`src/rtl/armleocpu_writeback_arbiter_if.sv`:
```
// Write-back arbiter bus: requester handshakes, regfile write port,
// destination-register reservation and scoreboard query signals.
interface armleocpu_writeback_arbiter_if;
  logic [2:0]  req_valid;
  logic [2:0]  req_ready;
  logic [14:0] req_rd_addr;
  logic [95:0] req_rd_wdata;
  logic        rd_write;
  logic [4:0]  rd_addr;
  logic [31:0] rd_wdata;
  logic        reserve_valid;
  logic [4:0]  reserve_addr;
  logic        reserve_ready;
  logic [4:0]  rs1_addr;
  logic [4:0]  rs2_addr;
  logic        rs1_busy;
  logic        rs2_busy;

  modport slave (
    input  req_valid, req_rd_addr, req_rd_wdata,
    input  reserve_valid, reserve_addr, rs1_addr, rs2_addr,
    output req_ready, rd_write, rd_addr, rd_wdata,
    output reserve_ready, rs1_busy, rs2_busy
  );

  modport master (
    output req_valid, req_rd_addr, req_rd_wdata,
    output reserve_valid, reserve_addr, rs1_addr, rs2_addr,
    input  req_ready, rd_write, rd_addr, rd_wdata,
    input  reserve_ready, rs1_busy, rs2_busy
  );
endinterface

```
`src/rtl/armleocpu_writeback_arbiter.sv`:
```
// Write-back arbiter with register scoreboard.
// Three requesters compete for one regfile write port; the winner's write
// lands one edge after acceptance. A 32-entry busy vector tracks registers
// reserved by issue and cleared by the registered write.
// Optional macro ARMLEOCPU_WB_ROUND_ROBIN_EN selects round-robin arbitration;
// when undefined, requester 0 has fixed highest priority.
module armleocpu_writeback_arbiter (
  input logic                            clk,
  input logic                            async_rst_n,
  armleocpu_writeback_arbiter_if.slave   bus
);

  logic        gnt_any;
  logic [1:0]  gnt_idx;
  logic [4:0]  sel_addr;
  logic [31:0] sel_wdata;

  logic        rd_write_p1;
  logic [4:0]  rd_addr_p1;
  logic [31:0] rd_wdata_p1;

  logic [31:0] busy_q;
  logic [31:0] busy_d;
  logic [31:0] busy_set;
  logic [31:0] busy_clr;

  // First valid requester in the order a, b, c; returns {found, index}
  function automatic logic [2:0] pick3(input logic [2:0] v,
                                       input logic [1:0] a,
                                       input logic [1:0] b,
                                       input logic [1:0] c);
    if (v[a])      pick3 = {1'b1, a};
    else if (v[b]) pick3 = {1'b1, b};
    else if (v[c]) pick3 = {1'b1, c};
    else           pick3 = 3'b000;
  endfunction

`ifdef ARMLEOCPU_WB_ROUND_ROBIN_EN
  logic [1:0] ptr_q;
  logic [1:0] ptr_d;

  // Rotating-priority pick starting at the pointer; pointer moves past the winner
  always_comb begin
    logic [2:0] res;
    res = 3'b000;
    unique case (ptr_q)
      2'd1:    res = pick3(bus.req_valid, 2'd1, 2'd2, 2'd0);
      2'd2:    res = pick3(bus.req_valid, 2'd2, 2'd0, 2'd1);
      default: res = pick3(bus.req_valid, 2'd0, 2'd1, 2'd2);
    endcase
    gnt_any = res[2];
    gnt_idx = res[1:0];
    ptr_d   = ptr_q;
    if (gnt_any) ptr_d = (gnt_idx == 2'd2) ? 2'd0 : gnt_idx + 2'd1;
  end

  // Round-robin pointer register
  always_ff @(posedge clk or negedge async_rst_n) begin
    if (!async_rst_n) ptr_q <= 2'd0;
    else              ptr_q <= ptr_d;
  end
`else
  // Fixed priority pick: requester 0 beats 1 beats 2
  always_comb begin
    logic [2:0] res;
    res     = pick3(bus.req_valid, 2'd0, 2'd1, 2'd2);
    gnt_any = res[2];
    gnt_idx = res[1:0];
  end
`endif

  // Route the winner's destination and data; one-hot ready back to requesters
  always_comb begin
    sel_addr  = bus.req_rd_addr[4:0];
    sel_wdata = bus.req_rd_wdata[31:0];
    unique case (gnt_idx)
      2'd1: begin
        sel_addr  = bus.req_rd_addr[9:5];
        sel_wdata = bus.req_rd_wdata[63:32];
      end
      2'd2: begin
        sel_addr  = bus.req_rd_addr[14:10];
        sel_wdata = bus.req_rd_wdata[95:64];
      end
      default: ;
    endcase
    bus.req_ready = gnt_any ? (3'b001 << gnt_idx) : 3'b000;
  end

  // Stage boundary p0 -> p1: registered regfile write; x0 writes are swallowed
  always_ff @(posedge clk or negedge async_rst_n) begin
    if (!async_rst_n) begin
      rd_write_p1 <= 1'b0;
      rd_addr_p1  <= 5'd0;
      rd_wdata_p1 <= 32'd0;
    end else begin
      rd_write_p1 <= gnt_any && (sel_addr != 5'd0);
      if (gnt_any) begin
        rd_addr_p1  <= sel_addr;
        rd_wdata_p1 <= sel_wdata;
      end
    end
  end

  assign bus.rd_write = rd_write_p1;
  assign bus.rd_addr  = rd_addr_p1;
  assign bus.rd_wdata = rd_wdata_p1;

  // Scoreboard update: clear on the regfile write, set on accepted reservation (set wins)
  always_comb begin
    bus.reserve_ready = (bus.reserve_addr == 5'd0) || !busy_q[bus.reserve_addr];
    busy_clr = rd_write_p1 ? (32'd1 << rd_addr_p1) : 32'd0;
    busy_set = (bus.reserve_valid && bus.reserve_ready && (bus.reserve_addr != 5'd0))
               ? (32'd1 << bus.reserve_addr) : 32'd0;
    busy_d   = ((busy_q & ~busy_clr) | busy_set) & ~32'd1;
  end

  // Busy vector register
  always_ff @(posedge clk or negedge async_rst_n) begin
    if (!async_rst_n) busy_q <= 32'd0;
    else              busy_q <= busy_d;
  end

  assign bus.rs1_busy = busy_q[bus.rs1_addr];
  assign bus.rs2_busy = busy_q[bus.rs2_addr];

endmodule

```
`src/flat_wrapper.sv`:
```
// flat-port wrapper written by rule: the top's interface ports become plain ports
module armleocpu_writeback_arbiter_flat 
  (clk, async_rst_n, bus_req_valid, bus_req_rd_addr, bus_req_rd_wdata, bus_reserve_valid, bus_reserve_addr, bus_rs1_addr, bus_rs2_addr, bus_req_ready, bus_rd_write, bus_rd_addr, bus_rd_wdata, bus_reserve_ready, bus_rs1_busy, bus_rs2_busy);
  armleocpu_writeback_arbiter_if bus_i ();
  input logic clk;
  input logic async_rst_n;
  input wire logic [$bits(bus_i.req_valid)-1:0] bus_req_valid;
  input wire logic [$bits(bus_i.req_rd_addr)-1:0] bus_req_rd_addr;
  input wire logic [$bits(bus_i.req_rd_wdata)-1:0] bus_req_rd_wdata;
  input wire logic [$bits(bus_i.reserve_valid)-1:0] bus_reserve_valid;
  input wire logic [$bits(bus_i.reserve_addr)-1:0] bus_reserve_addr;
  input wire logic [$bits(bus_i.rs1_addr)-1:0] bus_rs1_addr;
  input wire logic [$bits(bus_i.rs2_addr)-1:0] bus_rs2_addr;
  output wire logic [$bits(bus_i.req_ready)-1:0] bus_req_ready;
  output wire logic [$bits(bus_i.rd_write)-1:0] bus_rd_write;
  output wire logic [$bits(bus_i.rd_addr)-1:0] bus_rd_addr;
  output wire logic [$bits(bus_i.rd_wdata)-1:0] bus_rd_wdata;
  output wire logic [$bits(bus_i.reserve_ready)-1:0] bus_reserve_ready;
  output wire logic [$bits(bus_i.rs1_busy)-1:0] bus_rs1_busy;
  output wire logic [$bits(bus_i.rs2_busy)-1:0] bus_rs2_busy;
  assign bus_i.req_valid = bus_req_valid;
  assign bus_i.req_rd_addr = bus_req_rd_addr;
  assign bus_i.req_rd_wdata = bus_req_rd_wdata;
  assign bus_i.reserve_valid = bus_reserve_valid;
  assign bus_i.reserve_addr = bus_reserve_addr;
  assign bus_i.rs1_addr = bus_rs1_addr;
  assign bus_i.rs2_addr = bus_rs2_addr;
  assign bus_req_ready = bus_i.req_ready;
  assign bus_rd_write = bus_i.rd_write;
  assign bus_rd_addr = bus_i.rd_addr;
  assign bus_rd_wdata = bus_i.rd_wdata;
  assign bus_reserve_ready = bus_i.reserve_ready;
  assign bus_rs1_busy = bus_i.rs1_busy;
  assign bus_rs2_busy = bus_i.rs2_busy;
  armleocpu_writeback_arbiter u_core (.clk(clk), .async_rst_n(async_rst_n), .bus(bus_i));
endmodule
```
`config.mk`:
```
export PLATFORM = sky130hd
export DESIGN_NAME = armleocpu_writeback_arbiter_flat
export DESIGN_NICKNAME = d
export VERILOG_FILES = /design/src/rtl/armleocpu_writeback_arbiter_if.sv /design/src/rtl/armleocpu_writeback_arbiter.sv /design/src/flat_wrapper.sv
export SDC_FILE = /design/constraint.sdc
export NUM_CORES = 1
export LEC_CHECK = 0
export BUFFER_PORTS_ARGS = -buffer_cell sky130_fd_sc_hd__buf_2
export CAP_MARGIN = 30
export CORE_UTILIZATION = 44
export DETAILED_ROUTE_END_ITERATION = 7
export GPL_TIMING_DRIVEN = 0
export PLACE_DENSITY = 0.75
export SETUP_SLACK_MARGIN = 0.15
export SKIP_LAST_GASP = 1
export SYNTH_ARGS = -nofsm -noshare
export SYNTH_HDL_FRONTEND = slang
export SYNTH_SLANG_ARGS = --single-unit
```
`constraint.sdc`:
```
create_clock -name clk -period 1.5 [get_ports clk]
set_clock_uncertainty 0.05 [all_clocks]
set_input_delay 0 -clock clk [delete_from_list [all_inputs] [get_ports clk]]
set_output_delay 0 -clock clk [all_outputs]
set_load 0.02 [all_outputs]
```
==> impl_metrics.py <==
metrics = {
    "route": {
        "routed_wirelength_mm": 18.2,
        "via_per_inst": 6.47,
        "route.detailed.drc": 0,
        "wl_per_cell_um": 21.9,
        "drtAntennaViolNets": 0,
        "drtPass1Iterations": 5,
        "vias": 5365,
        "dr.first_iter.drc_count": 585,
    },
    "global_route": {
        "grt_usage_pct": 36.6,
        "grt_pass1_vias": 5375,
        "grt_max_degree": 70,
        "antenna_found_initial": 1,
        "grt_first_pass_wirelength_mm": 27.3,
        "grt_overflow_total": 0,
    },
    "synthesis": {
        "synth_ff_type": "dfrtp_1",
        "ys_types": 44,
        "async_flop_share_pct": 100,
        "synth_edf_count": 0,
        "synth_seq_area_share_pct": 41.8,
        "synthSimpleGateAreaFrac_pct": 10.3,
        "yosysMostFrequentCell": "dfrtp_1",
        "synthTopCellsByArea": "dfrtp_1 (42%), a21oi_1 (7.6%), mux4_1 (7.6%)",
        "yosys.area_share.xor_xnor_pct": 0,
        "avgSynthCellArea_sq_um": 9.69,
        "synthAdderAreaFrac_pct": 0,
        "yosys.area.top_type": "dfrtp_1",
        "synth_seq_cells": 69,
        "syn_inst": 426,
        "synth.mux.area_fraction_pct": 16.1,
        "yosysWarnings": 0,
        "synth_top_family_by_area": "compound AO/OA/AOI/OAI gates",
        "synthTopCellsByCount": "dfrtp_1 (69), a21oi_1 (63), o21ai_0 (63)",
        "synth_top_area_share_pct": 41.8,
        "synth_compound_area_share_pct": 26.5,
        "syn-cell-area_sq_mm": 0.00413,
        "syn_nets": 558,
    },
    "clock_network": {
        "cts_root_buf": "clkbuf_8",
        "cts_sinks": 69,
        "cts_tree": "built",
        "path_clk_slew_ns": 0.09,
        "clockBufferDepth": 2,
        "cts_buffers": 9,
        "insertion_delay_ns": 0.34,
        "htree_levels": 3,
    },
    "floorplan": {
        "die_h_um": 98.9,
        "die_w_um": 98.9,
        "start_util_pct": 46.4,
        "die_area_sq_mm": 0.00978,
        "io_pins": 176,
        "core_sq_mm": 0.00889,
        "rows": 34,
    },
    "timing": {
        "slew_headroom_pct": 41.0,
        "timing.final.crit_share_pct": 131,
        "hold_ws_ns": 0.000832,
        "period_minus_slack_ns": 1.96,
        "setup_ws_ns": -0.464,
        "finalHoldViolations": 0,
        "setup-tns-final_ns": -2.79,
        "rsz0062_at_grt": "yes",
        "worst_pin_slew_ns": 0.885,
        "drv_slew": 0,
        "fmax_mhz": 509,
        "finalSetupViolations": 27,
    },
    "status": {
        "violations": "negative setup slack",
        "status": "complete, but fails checks",
    },
    "critical_path": {
        "reg2reg_to": "u_core.busy_q[4]$_DFF_PN0_",
        "worstSetupPathType": "flip-flop to output pin",
        "r2r_cells": 6,
        "ff2ff_setup_slack_ns": -0.20,
        "crit_required_ns": 1.45,
        "critPathMaxFanout": 4,
        "critPathCaptureType": "output pin",
        "critPathArrivalTime_ns": 1.91,
        "timing.rr.start": "u_core.busy_q[1]$_DFF_PN0_",
        "start_kind": "flip-flop",
    },
    "final_layout": {
        "nets": 847,
        "drive_gt1_share_pct": 35.8,
        "stdcell_count": 829,
        "syn2layout_area_growth_pct": 58.8,
        "multi_input_area_sq_mm": 0.00233,
        "seq_area_sq_mm": 0.00173,
        "filler_cell_count": 564,
    },
    "flow_run": {
        "max_cap_viol_count": 0,
    },
    "power": {
        "peakVddDrop_v": 0.000536,
        "cellPowerDensity_mw_per_mm2": 1170,
        "p_leak_nw": 2.94,
    },
    "min_path": {
        "hold_depth": 3,
        "holdPathEnd": "u_core.bus.rd_wdata[19]$_DFFE_PN0P_",
        "hold_start": "bus_req_rd_wdata[51]",
        "hold_path_class": "input port to flip-flop",
    },
    "placed_design": {
        "placed_cells_incl_taps": 704,
        "pre_cts_ws_ns": -0.152,
        "io_buffers": 170,
        "dp_hpwl_mm": 10.3,
        "place_congestion": 0.902,
    },
}
==> critical path, stage by stage, from the launching register on <==
cell and delay, ns:
dfrtp_1 0.40, mux2i_1 0.09, mux4_2 0.52, a22oi_2 0.23, o311ai_2 0.15, buf_2 0.19
==> how the worst max path moves through the flow <==
stage,start,endpoint,slack (ns),cells past startpoint
2_1_floorplan,u_core.busy_q[1]$_DFF_PN0_,bus_rs1_busy,0.12,4
3_3_place_gp,u_core.busy_q[9]$_DFF_PN0_,bus_reserve_ready,-0.1,5
3_5_place_dp,u_core.busy_q[29]$_DFF_PN0_,bus_reserve_ready,-0.15,5
4_1_cts,u_core.busy_q[7]$_DFF_PN0_,bus_rs1_busy,-0.45,5
5_1_grt,u_core.busy_q[9]$_DFF_PN0_,bus_reserve_ready,-0.52,5
6_report,u_core.busy_q[29]$_DFF_PN0_,bus_reserve_ready,-0.46,5
==> what timing repair did <==
action                                 4_1_cts  5_1_grt
setup endpoints to repair                   31       46
setup buffers                               12        6
endpoints found under the hold margin      107        1
hold buffers                                92        1
pin swaps                                    4        4
gates resized for setup                     21       46
==> flip-flops by register name, indices dropped and copies added, names as in the netlist <==
signal               flops
u_core.busy_q           31
u_core.bus.rd_addr       5
u_core.bus.rd_write      1
u_core.bus.rd_wdata     32
==> layout make-up <==
type	count	area share (%)
sequential	69	26.3
tap	108	2.06
clock inverter	5	0.897
multi-input combinational	308	35.6
inverter	17	1.03
clock buffer	11	2.31
antenna	1	0.0382
timing repair buffer	278	29.2
buffer	32	2.54
==> report_power, final <==
group / total (mW) / internal [mW] / switching, mW
Combinational: 3.14 / 1.67 / 1.47
Sequential: 2.93 / 2.37 / 0.562
Clock: 1.61 / 0.859 / 0.752
==> per-layer routing <==
layer / part of all wire (%) / GRT usage [%] / vias to the layer above
li1: - / - / 2237
met1: 34 / 41.8 / 2504
met2: 48 / 61.2 / 492
met3: 11 / 7.38 / 132
met4: 6.8 / 26.9 / 0
met5: 0 / 0 / -
==> through the flow <==
stage | utilization, % | power [mW] | area [sq um]
after global routing | 73.8 | 8.05 | 6560
after CTS | 72.0 | 7.20 | 6400
after global placement | 57.7 | 5.01 | 5130
final | 73.8 | 7.68 | 6560
after floorplan | - | 4.26 | 4140
after detailed placement | 57.7 | 5.12 | 5130
==> cell families after synthesis <==
| group | after synthesis |
|---|---|
| AO/OA/AOI/OAI | 193 |
| buffers and inverters | 49 |
| flip-flops | 69 |
| multiplexers | 42 |
| AND/OR/NAND/NOR | 73 |
==> cell usage in the layout, fill, tap and decap left out, types with 2 or more instances in the layout <==
| cell | synthesis | final |
|---|---|---|
| buf_2 | 6 | 170 |
| dlygate4sd3_1 | 0 | 90 |
| dfrtp_1 | 69 | 69 |
| a21oi_1 | 63 | 62 |
| o21ai_0 | 63 | 45 |
| o22ai_1 | 49 | 45 |
| mux2i_1 | 23 | 22 |
| clkbuf_1 | 19 | 17 |
| buf_4 | 1 | 17 |
| inv_1 | 15 | 15 |
| nand3_1 | 17 | 13 |
| nand2_1 | 13 | 12 |
| clkbuf_8 | 0 | 11 |
| nand3b_1 | 10 | 10 |
| mux4_1 | 12 | 10 |
| buf_6 | 3 | 9 |
| o21ai_1 | 0 | 9 |
| o21ai_2 | 0 | 9 |
| nor2b_1 | 9 | 8 |
| mux4_2 | 3 | 5 |
| nand2b_1 | 5 | 4 |
| nor2_1 | 4 | 4 |
| a221oi_1 | 4 | 4 |
| o22ai_2 | 0 | 4 |
| clkbuf_4 | 0 | 3 |
| mux2_4 | 2 | 3 |
| nor2b_2 | 2 | 3 |
| nor4bb_1 | 3 | 3 |
| clkinvlp_4 | 0 | 3 |
| buf_1 | 3 | 3 |
| nand3_2 | 0 | 2 |
| nand4_1 | 2 | 2 |
| nand3_4 | 0 | 2 |
| o31ai_2 | 0 | 2 |
| a221o_1 | 2 | 2 |
| a311o_1 | 2 | 2 |
| and4_4 | 0 | 2 |
Power figures use the tool's default switching activity.
